## src/rtl/imem_fetch_arbiter.sv

```systemverilog
// Instruction fetch sequencer sharing a single-port instruction memory between
// the fetch stage and a program loader. Owns the PC, the registered IF output,
// stall/redirect handling and a LOAD/RUN mode machine with bounded loader wait.
module imem_fetch_arbiter #(
  parameter logic [31:0] RESET_PC      = 32'h0000_0000,
  parameter int          LOAD_MAX_WAIT = 8
) (
  input  logic        clk,
  input  logic        rst_n,
  input  logic        start,
  input  logic        halt_req,
  input  logic        stall,
  input  logic        redirect_valid,
  input  logic [31:0] redirect_pc,
  input  logic        load_valid,
  output logic        load_ready,
  input  logic [31:0] load_addr,
  input  logic [31:0] load_data,
  output logic [31:0] mem_addr,
  output logic        mem_we,
  output logic [31:0] mem_wdata,
  input  logic [31:0] mem_rdata,
  output logic        if_valid,
  output logic [31:0] if_pc,
  output logic [31:0] if_instr,
  output logic        running
);

  typedef enum logic {S_LOAD, S_RUN} state_t;

  localparam logic [7:0] MAX_WAIT = 8'(LOAD_MAX_WAIT);

  state_t      state_q, state_d;
  logic [31:0] pc_q, pc_d;
  logic [7:0]  wait_cnt_q, wait_cnt_d;
  logic        if_valid_q, if_valid_d;
  logic [31:0] if_pc_q, if_pc_d;
  logic [31:0] if_instr_q, if_instr_d;
  logic        load_grant;

  // Word alignment drops the loader byte-offset bits.
  logic unused_addr_bits;
  assign unused_addr_bits = ^load_addr[1:0];

  // Port ownership: loader in LOAD, or in RUN when stalled or starved too long.
  // Reset gates the grant so a write aborts the moment rst_n falls.
  always_comb begin
    load_grant = 1'b0;
    if (rst_n) begin
      if (state_q == S_LOAD) begin
        load_grant = 1'b1;
      end else if (!halt_req && load_valid && (stall || wait_cnt_q == MAX_WAIT)) begin
        load_grant = 1'b1;
      end
    end
    load_ready = load_grant;
    mem_we     = load_grant && load_valid;
    mem_addr   = load_grant ? {load_addr[31:2], 2'b00} : pc_q;
    mem_wdata  = load_data;
  end

  // Next-state for the mode machine, PC, loader wait counter and IF output.
  always_comb begin
    state_d    = state_q;
    pc_d       = pc_q;
    wait_cnt_d = wait_cnt_q;
    if_valid_d = if_valid_q;
    if_pc_d    = if_pc_q;
    if_instr_d = if_instr_q;
    unique case (state_q)
      S_LOAD: begin
        wait_cnt_d = 8'd0;
        if_valid_d = 1'b0;
        // A start overlapping a loader write waits until the write stream ends.
        if (start && !load_valid) begin
          state_d = S_RUN;
          pc_d    = RESET_PC;
        end
      end
      S_RUN: begin
        if (halt_req) begin
          // The fetch in flight this cycle is dropped.
          state_d    = S_LOAD;
          if_valid_d = 1'b0;
          wait_cnt_d = 8'd0;
        end else if (load_grant) begin
          wait_cnt_d = 8'd0;
          if (redirect_valid) begin
            pc_d       = redirect_pc;
            if_valid_d = 1'b0;
          end else if (!stall) begin
            // Forced grant steals a fetch slot: emit a bubble, PC holds.
            if_valid_d = 1'b0;
          end
        end else begin
          if (!load_valid) begin
            wait_cnt_d = 8'd0;
          end else if (wait_cnt_q != MAX_WAIT) begin
            wait_cnt_d = wait_cnt_q + 8'd1;
          end
          if (redirect_valid) begin
            pc_d       = redirect_pc;
            if_valid_d = 1'b0;
          end else if (!stall) begin
            if_instr_d = mem_rdata;
            if_pc_d    = pc_q;
            if_valid_d = 1'b1;
            pc_d       = pc_q + 32'd4;
          end
        end
      end
      default: state_d = S_LOAD;
    endcase
  end

  // State registers with asynchronous active-low reset.
  always_ff @(posedge clk or negedge rst_n) begin
    if (!rst_n) begin
      state_q    <= S_LOAD;
      pc_q       <= RESET_PC;
      wait_cnt_q <= 8'd0;
      if_valid_q <= 1'b0;
      if_pc_q    <= 32'd0;
      if_instr_q <= 32'd0;
    end else begin
      state_q    <= state_d;
      pc_q       <= pc_d;
      wait_cnt_q <= wait_cnt_d;
      if_valid_q <= if_valid_d;
      if_pc_q    <= if_pc_d;
      if_instr_q <= if_instr_d;
    end
  end

  assign if_valid = if_valid_q;
  assign if_pc    = if_pc_q;
  assign if_instr = if_instr_q;
  assign running  = (state_q == S_RUN);

endmodule

```

## config.mk

```make
export PLATFORM = sky130hd
export DESIGN_NAME = imem_fetch_arbiter
export DESIGN_NICKNAME = d
export VERILOG_FILES = /design/src/rtl/imem_fetch_arbiter.sv
export SDC_FILE = /design/constraint.sdc
export NUM_CORES = 1
export LEC_CHECK = 0
export ABC_CLOCK_PERIOD_IN_PS = 5400
export CAP_MARGIN = 30
export CELL_PAD_IN_SITES_DETAIL_PLACEMENT = 1
export CELL_PAD_IN_SITES_GLOBAL_PLACEMENT = 2
export CORE_UTILIZATION = 26
export CTS_CLUSTER_DIAMETER = 100
export CTS_CLUSTER_SIZE = 25
export DETAILED_ROUTE_END_ITERATION = 16
export HOLD_SLACK_MARGIN = 0.08
export PLACE_DENSITY_LB_ADDON = 0.1
export SLEW_MARGIN = 5
export SYNTH_ARGS = -nofsm -noshare
export SYNTH_HDL_FRONTEND = slang
export SYNTH_SLANG_ARGS = --single-unit
export TNS_END_PERCENT = 1
```

## constraint.sdc

```tcl
create_clock -name clk -period 5.4 [get_ports clk]
set_clock_uncertainty 0.1 [all_clocks]
set_input_delay 1.08 -clock clk [delete_from_list [all_inputs] [get_ports clk]]
set_output_delay 1.08 -clock clk [all_outputs]
set_load 0.005 [all_outputs]
```

==> results of run 1 <==
cell usage after synthesis, types with 2 or more instances:
cell type / instances
sky130_fd_sc_hd__a211oi_1: 26
sky130_fd_sc_hd__a21o_1: 3
sky130_fd_sc_hd__a21oi_1: 5
sky130_fd_sc_hd__a2bb2oi_1: 4
sky130_fd_sc_hd__and2_1: 2
sky130_fd_sc_hd__and3_1: 5
sky130_fd_sc_hd__and4_1: 2
sky130_fd_sc_hd__buf_1: 2
sky130_fd_sc_hd__buf_2: 5
sky130_fd_sc_hd__buf_4: 38
sky130_fd_sc_hd__clkbuf_1: 19
sky130_fd_sc_hd__dfrtp_1: 106
sky130_fd_sc_hd__ha_1: 3
sky130_fd_sc_hd__inv_1: 31
sky130_fd_sc_hd__mux2_2: 70
sky130_fd_sc_hd__mux2i_1: 17
sky130_fd_sc_hd__nand2_1: 36
sky130_fd_sc_hd__nand2b_1: 4
sky130_fd_sc_hd__nand3_1: 14
sky130_fd_sc_hd__nand4_1: 15
sky130_fd_sc_hd__nor2_1: 26
sky130_fd_sc_hd__nor4_1: 7
sky130_fd_sc_hd__o211ai_1: 13
sky130_fd_sc_hd__o21ai_0: 33
sky130_fd_sc_hd__o221ai_1: 3
sky130_fd_sc_hd__o22ai_1: 23
sky130_fd_sc_hd__o31a_1: 9
sky130_fd_sc_hd__or3_1: 2
sky130_fd_sc_hd__or3_2: 2
sky130_fd_sc_hd__or4_1: 6
sky130_fd_sc_hd__xor2_1: 5
flip-flops by register name, summed over array words and instances (netlist names):
register and count:
if_instr 32, if_pc 32, if_valid 1, pc_q 32, running 1, wait_cnt_q 8
area by class of cell:
class / count / area share (%)
sequential: 106 / 32.1
clock inverter: 5 / 0.969
tap: 280 / 4.24
timing repair buffer: 217 / 26.3
multi-input combinational: 358 / 32.2
clock buffer: 10 / 2.77
inverter: 31 / 1.41
worst max path at each step:
stage                from            to  cells after the start
5_1_grt        load_valid   mem_addr[3]                      7
2_1_floorplan       stall  mem_addr[16]                      5
3_5_place_dp   load_valid  mem_addr[26]                      7
4_1_cts        load_valid  mem_addr[26]                      7
6_report       load_valid  mem_addr[26]                      7
3_3_place_gp   load_valid        mem_we                      5
logic make-up (layout without fill, tap and decap cells):
group	count (synthesis)	after routing	share of synthesized area, %
buf+inv	96	263	8.81
fa+ha+maj	3	3	0.648
xor+xnor	6	6	0.907
compound gates	128	128	15.0
simple gates	134	134	12.3
flops	106	106	45.8
mux	87	87	16.5
stage by stage:
stage	util, %	power, W	area [sq um]
floorplan	-	0.00150	5790
global placement	36.2	0.00212	7890
detailed placement	36.3	0.00215	7930
CTS	37.7	0.00288	8240
global route	37.9	0.00300	8260
finish	37.9	0.00283	8260
metal layers:
layer	track usage [%]	vias to the layer above	part of all wire [%]
met2	30.2	115	51
met5	0	-	0
met3	2.38	29	4.1
met1	23.9	2553	44
met4	6.05	0	1.5
li1	-	2348	-
power groups by stage:
stage               sequential [W]  clock, W  combinational [W]
floorplan                  0.00115         0           0.000353
global placement           0.00118         0           0.000940
detailed placement         0.00119         0           0.000958
CTS                        0.00117  0.000742           0.000964
global route               0.00120  0.000760            0.00103
finish                     0.00117  0.000720           0.000946
==> results.md, run 1 <==
Route:
- Dividing the detail-routed wire length by the instance count gives between 20 and 25 um.
- After the first detailed-routing iteration, the DRC count stood at between 150 and 200.
- After detailed routing, the number of remaining DRC violations is 0.
- The overall via count from detail_route is just over 5,000.
- For this run, the detailed router's first-pass iteration total came to 4.
- Dividing the detail-routed via count by the number of cells gives around 5.
- The count of nets left with antenna violations once routing finished came out at 0.
- The total length of routed wires is roughly 21,000 um.

Pwr:
- The clock network power share is 25.4%.
- The switching power is roughly 0.00082 W.
- The maximum resistive drop on vdd is roughly 150 uV.
- The design internal power is roughly 0.002 W.
- The register share of total power is 41.2%.
- The cell area power density is around 340 nW/um^2.
- In this run the static leakage power is 3.29 nW.
- The combinational group share of total power is between 30% and 40%.
- In this run switching power makes up between 20% and 30% of total power.

Flow run:
- The number of max-capacitance violations reported is 0.

Clock network:
- The TritonCTS clock tree is yes.
- The clock latency of the later-clocked register in the worst-skew pair is ~0.36 ns.
- The hold buffer count at CTS is 0.
- The clock sink total is 106.
- The longest clock path from root to sink contains 2 buffers.
- The depth of the CTS H-tree is 3.
- Clock-pin slew was measured on the worst setup and hold paths at ~0.07 ns.
- Post-CTS repair changed the size of 0 cells.
- The clock buffer count from CTS is 9.
- Clock tree synthesis selected as its root buffer the cell sky130_fd_sc_hd__clkbuf_16.
- The number of setup buffers added after CTS is 0.

Placed design:
- The number of instances in the placed design is a little under 1,000.
- The half-perimeter wire length of the detailed placement result is 14,800 um.
- The quantity of I/O buffers inserted on ports is 200.
- Before CTS, the worst setup slack after placement is around 0.89 ns.
- At the end of routability-driven placement, the weighted congestion stood at 0.738.

Setup path:
- The setup check on the worst reg-to-reg path leaves a slack of 2.28 ns.
- The startpoint of the worst register-to-register path is running$_DFF_PN0_.
- The largest stage delay on the critical path is between 0.4 and 0.5 ns.
- The worst setup path is captured at a primary output.
- The critical path in this run is classified as primary input to primary output.
- The kind of launch point of the worst setup path is a primary input.
- The worst-case reg-to-reg path depth is 6.
- In this run the critical register-to-register path is captured at if_instr[5]$_DFFE_PN0P_.
- The data arrival time of the worst path is about 3.3 ns.
- The kind of cell with the highest combined delay along the critical path is buffers and inverters.
- The maximum fanout along the worst path is 44.
- The signal on the critical path passes through clkdlybuf4s50_1 > nor2b_1 > o21ai_0 > a21oi_4 > buf_12 > mux2_2 > clkdlybuf4s50_1.
- The largest individual stage delay along the critical path comes from the cell sky130_fd_sc_hd__clkdlybuf4s50_1.
- The most prevalent standard cell on the critical path is sky130_fd_sc_hd__clkdlybuf4s50_1.
- The critical path data required time is ~4.2 ns.
- The number of buffer and inverter instances along the worst setup path is 3.

Yosys:
- Dividing the synthesized area by the synthesized cell count gives just over 10 sq um.
- The number of synthesized flops with an enable pin is 0.
- Sorting the synthesized cells by area gives the leading types as sky130_fd_sc_hd__dfrtp_1, sky130_fd_sc_hd__mux2_2, sky130_fd_sc_hd__buf_4.
- Sequential cells were found to cover a little under half of the synthesized design area.
- Yosys mapped the design onto 55 distinct sky130hd cell types.
- The post-synthesis instance total is between 500 and 600.
- The synthesized netlist occupies a cell area of 5790 sq um.
- The synthesized flop and latch total is between 100 and 150.
- After synthesis, the share of flip-flops with an asynchronous set or reset is 100%.
- The number of warnings printed during yosys synthesis is 0.
- Summed over all instances, the cell type with the most area after synthesis is sky130_fd_sc_hd__dfrtp_1.
- The predominant post-synthesis flop cell is sky130_fd_sc_hd__dfrtp_1.
- The top-area cell type share of the netlist area is between 40% and 50%.
- The number of nets handed over by synthesis was 698.

Finish:
- The area of combinational cells with multiple inputs is ~2700 sq um.
- The number of inserted filler cells in the final layout is about 2,400.
- In the layout the commonest cells are sky130_fd_sc_hd__clkdlybuf4s50_1, sky130_fd_sc_hd__dfrtp_1, sky130_fd_sc_hd__mux2_2.
- The area taken by flip-flops and latches is ~2700 sq um.
- For this run, the number of standard cells in the final layout without fillers is approximately 1,000.
- The number of antenna diodes in the final layout is 0.
- The library cell used most frequently in the layout, excluding fill and tap cells, is sky130_fd_sc_hd__clkdlybuf4s50_1.
- The post-route netlist has about 16% of its cells at a drive strength greater than 1.
- The synthesis-to-finish area growth is 42.6%.
- The number of nets in the final layout is 861.

Floorplanning:
- The floorplan step defined a die boundary enclosing about 23,000 sq um.
- The die is 151 um wide.
- The initial core utilization is between 20% and 30%.
- The core area is 21,800 sq um.
- In this run the count of I/O pins placed on the die edge is roughly 270.
- Measured along the y axis, the die boundary spans between 150 and 200 um.
- After floorplanning, the core was divided into between 50 and 60 placement rows.

STA:
- Subtracting the final worst setup slack from the clock period gives between 4 and 5 ns.
- Setup violations remaining at the end of the flow were counted as 0.
- The worst hold slack is 0.408 ns.
- Across all setup checks in the final design, the least slack found is between 0.8 and 0.9 ns.
- The fmax is roughly 220 MHz.
- The final critical-path share of the clock period is 83.8%.
- The number of failing hold endpoints at the final stage is 0.
- Setup repair after global routing left no endpoint under its margin.
- The worst slew slack as a fraction of its limit is 48.1%.
- The slew at the pin closest to its max-slew limit is 0.779 ns.
- The final setup TNS is 0 ns.
- The number of max-slew violations in the final report was 0.

GRT:
- Summed over all layers, the global routing overflow is 0.
- The via count of the first global-routing pass is ~5,500.
- The initial antenna violation count is 0.
- The pin count of the biggest net entering global routing is 70.
- The first global-routing pass estimated between 30,000 and 40,000 um of wire.
- For this run, the total global-route usage over all layers was measured as 18.1%.

Status:
- The flow ran to the end, and the final reports show no timing, DRC or antenna violations.

Worst hold path:
- The classification of the worst-slack hold path is primary input to async pin.
Power figures use the tool's default switching activity.
==> run 2: changes to the inputs <==
Settings changed: ABC_CLOCK_PERIOD_IN_PS 5400 to 4300, CORE_UTILIZATION 26 to 24.
Clock period 5.4 ns to 4.3 ns, I/O delays scaled along.
==> results.md, run 2 (synthesis results as in run 1) <==
Setup path:
- The endpoint kind of the worst setup timing path is a primary output.
- The critical path data required time is 3.34 ns.
- The slowest stage of the critical path is the sky130_fd_sc_hd__clkdlybuf4s50_1 cell.
- The critical path goes through clkdlybuf4s50_1 > nor2b_1 > o21ai_0 > a21oi_4 > buf_12 > buf_4 > nand2_1 > o21ai_0 > clkdlybuf4s50_1.
- In this run the worst path has a maximum fanout of 30.
- The startpoint of the most critical setup path is load_valid.
- The startpoint of the worst register-to-register path is wait_cnt_q[5]$_DFFE_PN0P_.
- The worst setup path is launched from a primary input.
- The type of the worst setup path is primary input to primary output.
- On the worst path, the slowest cell contributes a delay of 0.53 ns.
- At the worst endpoint, the arrival time is around 3.0 ns.

Worst hold path:
- The classification of the worst-slack hold path is primary input to async pin.

Floorplanning:
- The area of the die is between 20,000 and 25,000 sq um.
- The initial core utilization is approximately 25%.
- From bottom edge to top edge, the die measures between 150 and 200 um.
- The floorplan has 56 rows.
- approximately 270 I/O pins were placed.
- The floorplan step set the die width to around 160 um.
- The core area is about 24,000 sq um.

Status:
- The flow ran to the end, and the final reports show no timing, DRC or antenna violations.

STA:
- Setup repair after global routing left no endpoint under its margin.
- The post-layout worst setup margin is around 0.35 ns.
- The worst hold slack is 0.216 ns.
- The number of failing hold endpoints at the final stage is 0.
- The slew at the pin closest to its max-slew limit is 0.790 ns.
- For the final routed database, the setup TNS stands at 0 ns.
- Headroom to the max-slew limit came out at roughly 47%.
- The number of max-slew violations in the final report is 0.
- The final critical path takes up between 90% and 100% of the cycle.
- The fmax is 253 MHz.
- Setup violations remaining at the end of the flow were counted as 0.
- After layout, the minimum clock period comes to approximately 3.9 ns.

Placed design:
- The weighted congestion reported at the end of routability-driven placement is 0.784.
- Once placement finished, the instance area stood at 8040 sq um.
- Buffers placed on the I/O ports in this run total 200.
- Including well taps, the total number of placed cells is 1,038.
- Before CTS, the worst setup slack after placement is between 0.3 and 0.4 ns.
- The HPWL after detailed placement is between 15,000 and 20,000 um.

Finish:
- The area growth from synthesis to layout is 44.6%.
- The multi-input combinational cells in the finished layout cover a total of around 2700 sq um.
- The repair_antennas step left the layout with diodes totalling 0.
- The most common cell after layout, fill and taps aside is sky130_fd_sc_hd__clkdlybuf4s50_1.
- After routing the design area is between 8000 and 9000 sq um.
- The area taken by flip-flops and latches is 2650 sq um.
- In the layout the commonest cells are sky130_fd_sc_hd__clkdlybuf4s50_1, sky130_fd_sc_hd__dfrtp_1, sky130_fd_sc_hd__mux2_2.
- The filler cells instantiated in the layout total between 2,000 and 3,000.
- The number of nets in the final layout is 869.
- In the final layout, the share of cells above drive strength 1 is between 15 and 20%.
- The post-layout instance count excluding filler cells is about 1,100.

Clock network:
- The H-tree was split into 3 levels.
- Clock-pin slew was measured on the worst setup and hold paths at around 0.080 ns.
- The clock buffer count from CTS is 9.
- The number of hold buffers added after CTS was 0.
- The post-CTS setup buffer count is 0.
- TritonCTS built the clock tree.
- The clock sink total is about 110.
- For the worst-skew pair, the clock arrives at the later sink with an insertion delay of roughly 0.36 ns.
- The clock root buffer is sky130_fd_sc_hd__clkbuf_16.
- The post-cts gate resize count is 0.
- The worst-case clock buffer depth is 2.

Flow run:
- The number of max-capacitance violations reported is 0.

Route:
- The total length of routed wires is about 21,000 um.
- The overall via count from detail_route is 5,081.
- Using the TritonRoute via totals, the vias-per-cell ratio works out to 4.82.
- The remaining routing DRC violations is 0.
- The detailed-routing iteration count for the pre-antenna-repair pass is 4.
- Dividing the detail-routed wire length by the instance count gives between 20 and 25 um.
- The post-detailed-route count of antenna-violating nets is 0.
- The first routing iteration left 199 violations.

GRT:
- The via count of the first global-routing pass is roughly 5,500.
- The first global-routing pass estimated 32,300 um of wire.
- Across every metal layer, demand over resource in global routing totals 17.4%.
- The total overflow reported by the global router is 0.
- The pin count of the biggest net entering global routing is a little over 60.
- The initial antenna violation count is 0.

Pwr:
- Across the VDD grid, the largest voltage drop is 142 uV.
- The leakage power total is approximately 3.3 nW.
- The cell area power density is 434 nW/um^2.
==> run 2: changes by cell type in the layout (fill, tap and decap cells not counted), sizes merged <==
cell      change
buf           +8
inv           +3
clkinvlp      -1
clkbuf        -1
==> run 2: cell type report <==
class	instances	share of cell area, %
Clock inverter	7	1.28
Inverter	31	1.39
Multi-Input combinational cell	358	31.8
Sequential cell	106	31.7
Tap cell	319	4.76
Clock buffer	9	2.69
Timing Repair Buffer	225	26.4
==> run 2: critical path, delay by kind of cell <==
| kind | cells | cell delay, ns |
|---|---|---|
| buffers and inverters | 4 | 1.44 |
| and+or+nand+nor | 2 | 0.23 |
| AOI/OAI and AO/OA | 3 | 0.44 |
==> run 2: power by group <==
group / switching, W / internal, W
Clock: 0.000436 / 0.000524
Combinational: 0.000451 / 0.000769
Sequential: 0.000200 / 0.00125
==> run 2: metal layers <==
| metal | part of all wire (%) | up-vias | track usage, % | routed length, um |
|---|---|---|---|---|
| met2 | 47 | 151 | 28.3 | 10000 |
| met4 | 1.4 | 0 | 4.95 | 299 |
| met5 | 0 | - | 0 | 0 |
| met3 | 6.0 | 25 | 3.74 | 1280 |
| li1 | - | 2367 | - | - |
| met1 | 45 | 2538 | 23.1 | 9570 |
==> run 2: final timing paths <==
kind	slack, ns	end	cells past startpoint
worst max-delay path	0.35	mem_addr[12]	9
min in group clk	0.41	if_pc[1]$_DFFE_PN0P_	1
worst min-delay path	0.22	wait_cnt_q[4]$_DFFE_PN0P_	1
worst min register to register	0.41	if_pc[1]$_DFFE_PN0P_	1
max in group asynchronous	2.21	if_pc[11]$_DFFE_PN0P_	3
worst max register to register	1.51	pc_q[4]$_DFFE_PN0P_	6
==> run 2: metrics by stage <==
stage | util, % | power (W)
floorplan | - | 0.00189
global placement | 34.1 | 0.00269
detailed placement | 34.1 | 0.00272
CTS | 35.5 | 0.00370
global route | 35.6 | 0.00385
finish | 35.6 | 0.00363
==> run 3: changes to the inputs <==
Settings changed: CORE_MARGIN set to 2, SETUP_SLACK_MARGIN set to 0.5.
==> results.md, run 3 (synthesis results as in run 1) <==
Status:
- The flow ran to the end, and the final reports show no timing, DRC or antenna violations.

Worst hold path:
- The classification of the worst-slack hold path is primary input to async pin.

STA:
- The number of failing hold endpoints at the final stage came to 0.
- The final critical-path share of the clock period is about 90%.
- The number of max-slew violations in the final report was 0.
- The setup-violating endpoint count in the final report is 0.
- The worst hold slack is roughly 0.3 ns.
- Derived from the worst setup path, the maximum achievable clock frequency is between 200 and 300 MHz.
- After layout, the worst setup slack is roughly 0.48 ns.
- Setup repair after global routing could not meet its margin everywhere.
- Headroom to the max-slew limit came out at between 40 and 50%.
- Subtracting the final worst setup slack from the clock period gives about 3.8 ns.
- The final setup TNS is 0 ns.
- The slew at the pin closest to its max-slew limit is roughly 0.84 ns.

Clock network:
- The clock buffer count from CTS is 9.
- The hold buffer count at CTS is 0.
- The TritonCTS clock tree is yes.
- The clock latency of the later-clocked register in the worst-skew pair is 0.36 ns.
- The clock passes through at most 2 buffers.
- The clock root buffer is sky130_fd_sc_hd__clkbuf_16.
- After clock tree synthesis, the clock-pin slew on the worst setup and hold paths is approximately 0.07 ns.
- The clock tree synthesis step divided the H-tree into 3 levels.
- The clock sink total is between 100 and 150.

Placed design:
- The worst slack at placement is 0.347 ns.
- The quantity of I/O buffers inserted on ports is 200.
- The half-perimeter wire length of the detailed placement result is 15,500 um.
- The standard cell area after detailed placement is 8040 sq um.
- At the end of routability-driven placement, the weighted congestion stood at approximately 0.78.

Floorplanning:
- From bottom edge to top edge, the die measures 159 um.
- In this run the core area contains 56 standard-cell rows.
- The die covers between 20,000 and 30,000 sq um.
- The initial core utilization is between 20% and 30%.
- The floorplan step defined a core boundary enclosing about 24,000 sq um.
- The width of the chip is 159 um.
- ~270 I/O pins were placed.

Finish:
- Leaving out fill and tap cells, the most frequent cell in the layout is sky130_fd_sc_hd__clkdlybuf4s50_1.
- The post-layout utilization of the core is a little over a third.
- From synthesis to final layout, the design area changed by 46.9%.
- In the final layout, the share of cells above drive strength 1 is roughly 18%.
- The finished cells cover 8510 sq um.
- For this run, the post-layout net count is around 870.
- The total inserted antenna cells is 0.
- The area taken by flip-flops and latches is about 2700 sq um.
- The area of combinational cells with multiple inputs is 2690 sq um.
- The number of inserted filler cells in the final layout is 2,622.
- Leaving out fill and tap cells, the most frequent cells in the layout are sky130_fd_sc_hd__clkdlybuf4s50_1, sky130_fd_sc_hd__dfrtp_1, sky130_fd_sc_hd__mux2_2.

Route:
- The detailed-route vias per instance is between 4 and 5.
- The total length of routed wires is between 20,000 and 25,000 um.
- After detailed routing, the number of remaining DRC violations is 0.
- The average wire per cell in the routed design is a little over 20 um.
- The detail route stage leaves a number of antenna-violating nets equal to 0.
- The detailed-routing iteration count for the pre-antenna-repair pass is 4.
- The detailed router finished its first iteration with 245 violations.
- The overall via count from detail_route is 5,145.

Setup path:
- The type of the worst setup path is primary input to primary output.
- The critical path data required time is 3.34 ns.
- Data arrives at the worst endpoint at between 2 and 3 ns.
- The worst setup path is captured at a primary output.
- The startpoint of the most critical setup path is load_valid.
- STA classifies the critical path startpoint as a primary input.
- In this run the critical register-to-register path is launched from pc_q[3]$_DFFE_PN0P_.
- Of all nets on the critical path, the largest fanout is 6.

GRT:
- The via count of the first global-routing pass is about 5,500.
- The all-layer global routing usage is between 10% and 20%.
- Global routing finished with a remaining overflow of 0.
- The first global-routing pass estimated 33,900 um of wire.
- The initial antenna violation count is 0.
- The pin count of the biggest net entering global routing is a little under 60.

Pwr:
- IR analysis of the VDD net gives a maximum drop of 178 uV.
- The cell area power density is about 420 nW/um^2.
- The analysis attributes to cell leakage a power of about 3.4 nW.

Flow run:
- Max-cap violations in this run came to 0.
==> run 3: cell count changes in the layout (fill, tap and decap cells not counted), sizes merged, moves of 2 or more <==
cell	delta
dlygate4sd2	+2
clkdlybuf4s50	-3
bufbuf	+3
clkbuf	+2
inv	-2
==> run 3: final timing paths <==
kind,to,slack [ns],depth (start not counted)
max,mem_addr[5],0.48,9
min,running$_DFF_PN0_,0.30,1
max reg2reg,pc_q[26]$_DFFE_PN0P_,1.53,6
min reg2reg,if_pc[1]$_DFFE_PN0P_,0.41,1
max in group asynchronous,if_instr[20]$_DFFE_PN0P_,2.64,2
min in group clk,if_pc[1]$_DFFE_PN0P_,0.41,1
==> run 3: cell type report <==
| class | instances | area share, % |
|---|---|---|
| clock buffer | 11 | 2.73 |
| clock inverter | 5 | 0.735 |
| inverter | 31 | 1.37 |
| multi-input combinational | 358 | 31.6 |
| sequential | 106 | 31.2 |
| tap | 319 | 4.69 |
| timing repair buffer | 228 | 27.7 |
==> run 3: what timing repair did <==
action	CTS	global route
resized for setup	9	1
buffers inserted	2	0
endpoints found under the setup margin	30	30
cloned	4	0
==> run 3: report_power, final <==
part | total [W] | internal, W | switching, W | leakage (nW)
clock network | 0.000868 | 0.000457 | 0.000411 | 0.136
logic | 0.00125 | 0.000799 | 0.000455 | 1.89
registers | 0.00146 | 0.00125 | 0.000207 | 1.38
==> run 3: critical path, cell delays in order <==
cell,delay [ns]
sky130_fd_sc_hd__clkdlybuf4s50_1,0.51
sky130_fd_sc_hd__nor2b_4,0.17
sky130_fd_sc_hd__o21ai_2,0.08
sky130_fd_sc_hd__a21oi_4,0.15
sky130_fd_sc_hd__buf_12,0.15
sky130_fd_sc_hd__bufbuf_16,0.27
sky130_fd_sc_hd__nand2_1,0.05
sky130_fd_sc_hd__o21ai_0,0.08
sky130_fd_sc_hd__clkdlybuf4s50_1,0.54
==> run 3: metal layers <==
metal | up-vias | track usage, % | part of all wire [%]
li1 | 2370 | - | -
met1 | 2584 | 22.8 | 44
met2 | 158 | 28.8 | 49
met3 | 33 | 3.02 | 5.2
met4 | 0 | 5.00 | 1.7
met5 | - | 0 | 0
==> run 3: through the flow <==
stage                     total power (W)  std cells
after CTS                         0.00365       1058
after detailed placement          0.00272       1036
final                             0.00358       1058
after floorplan                   0.00189        560
after global routing              0.00380       1058
after global placement            0.00269       1035
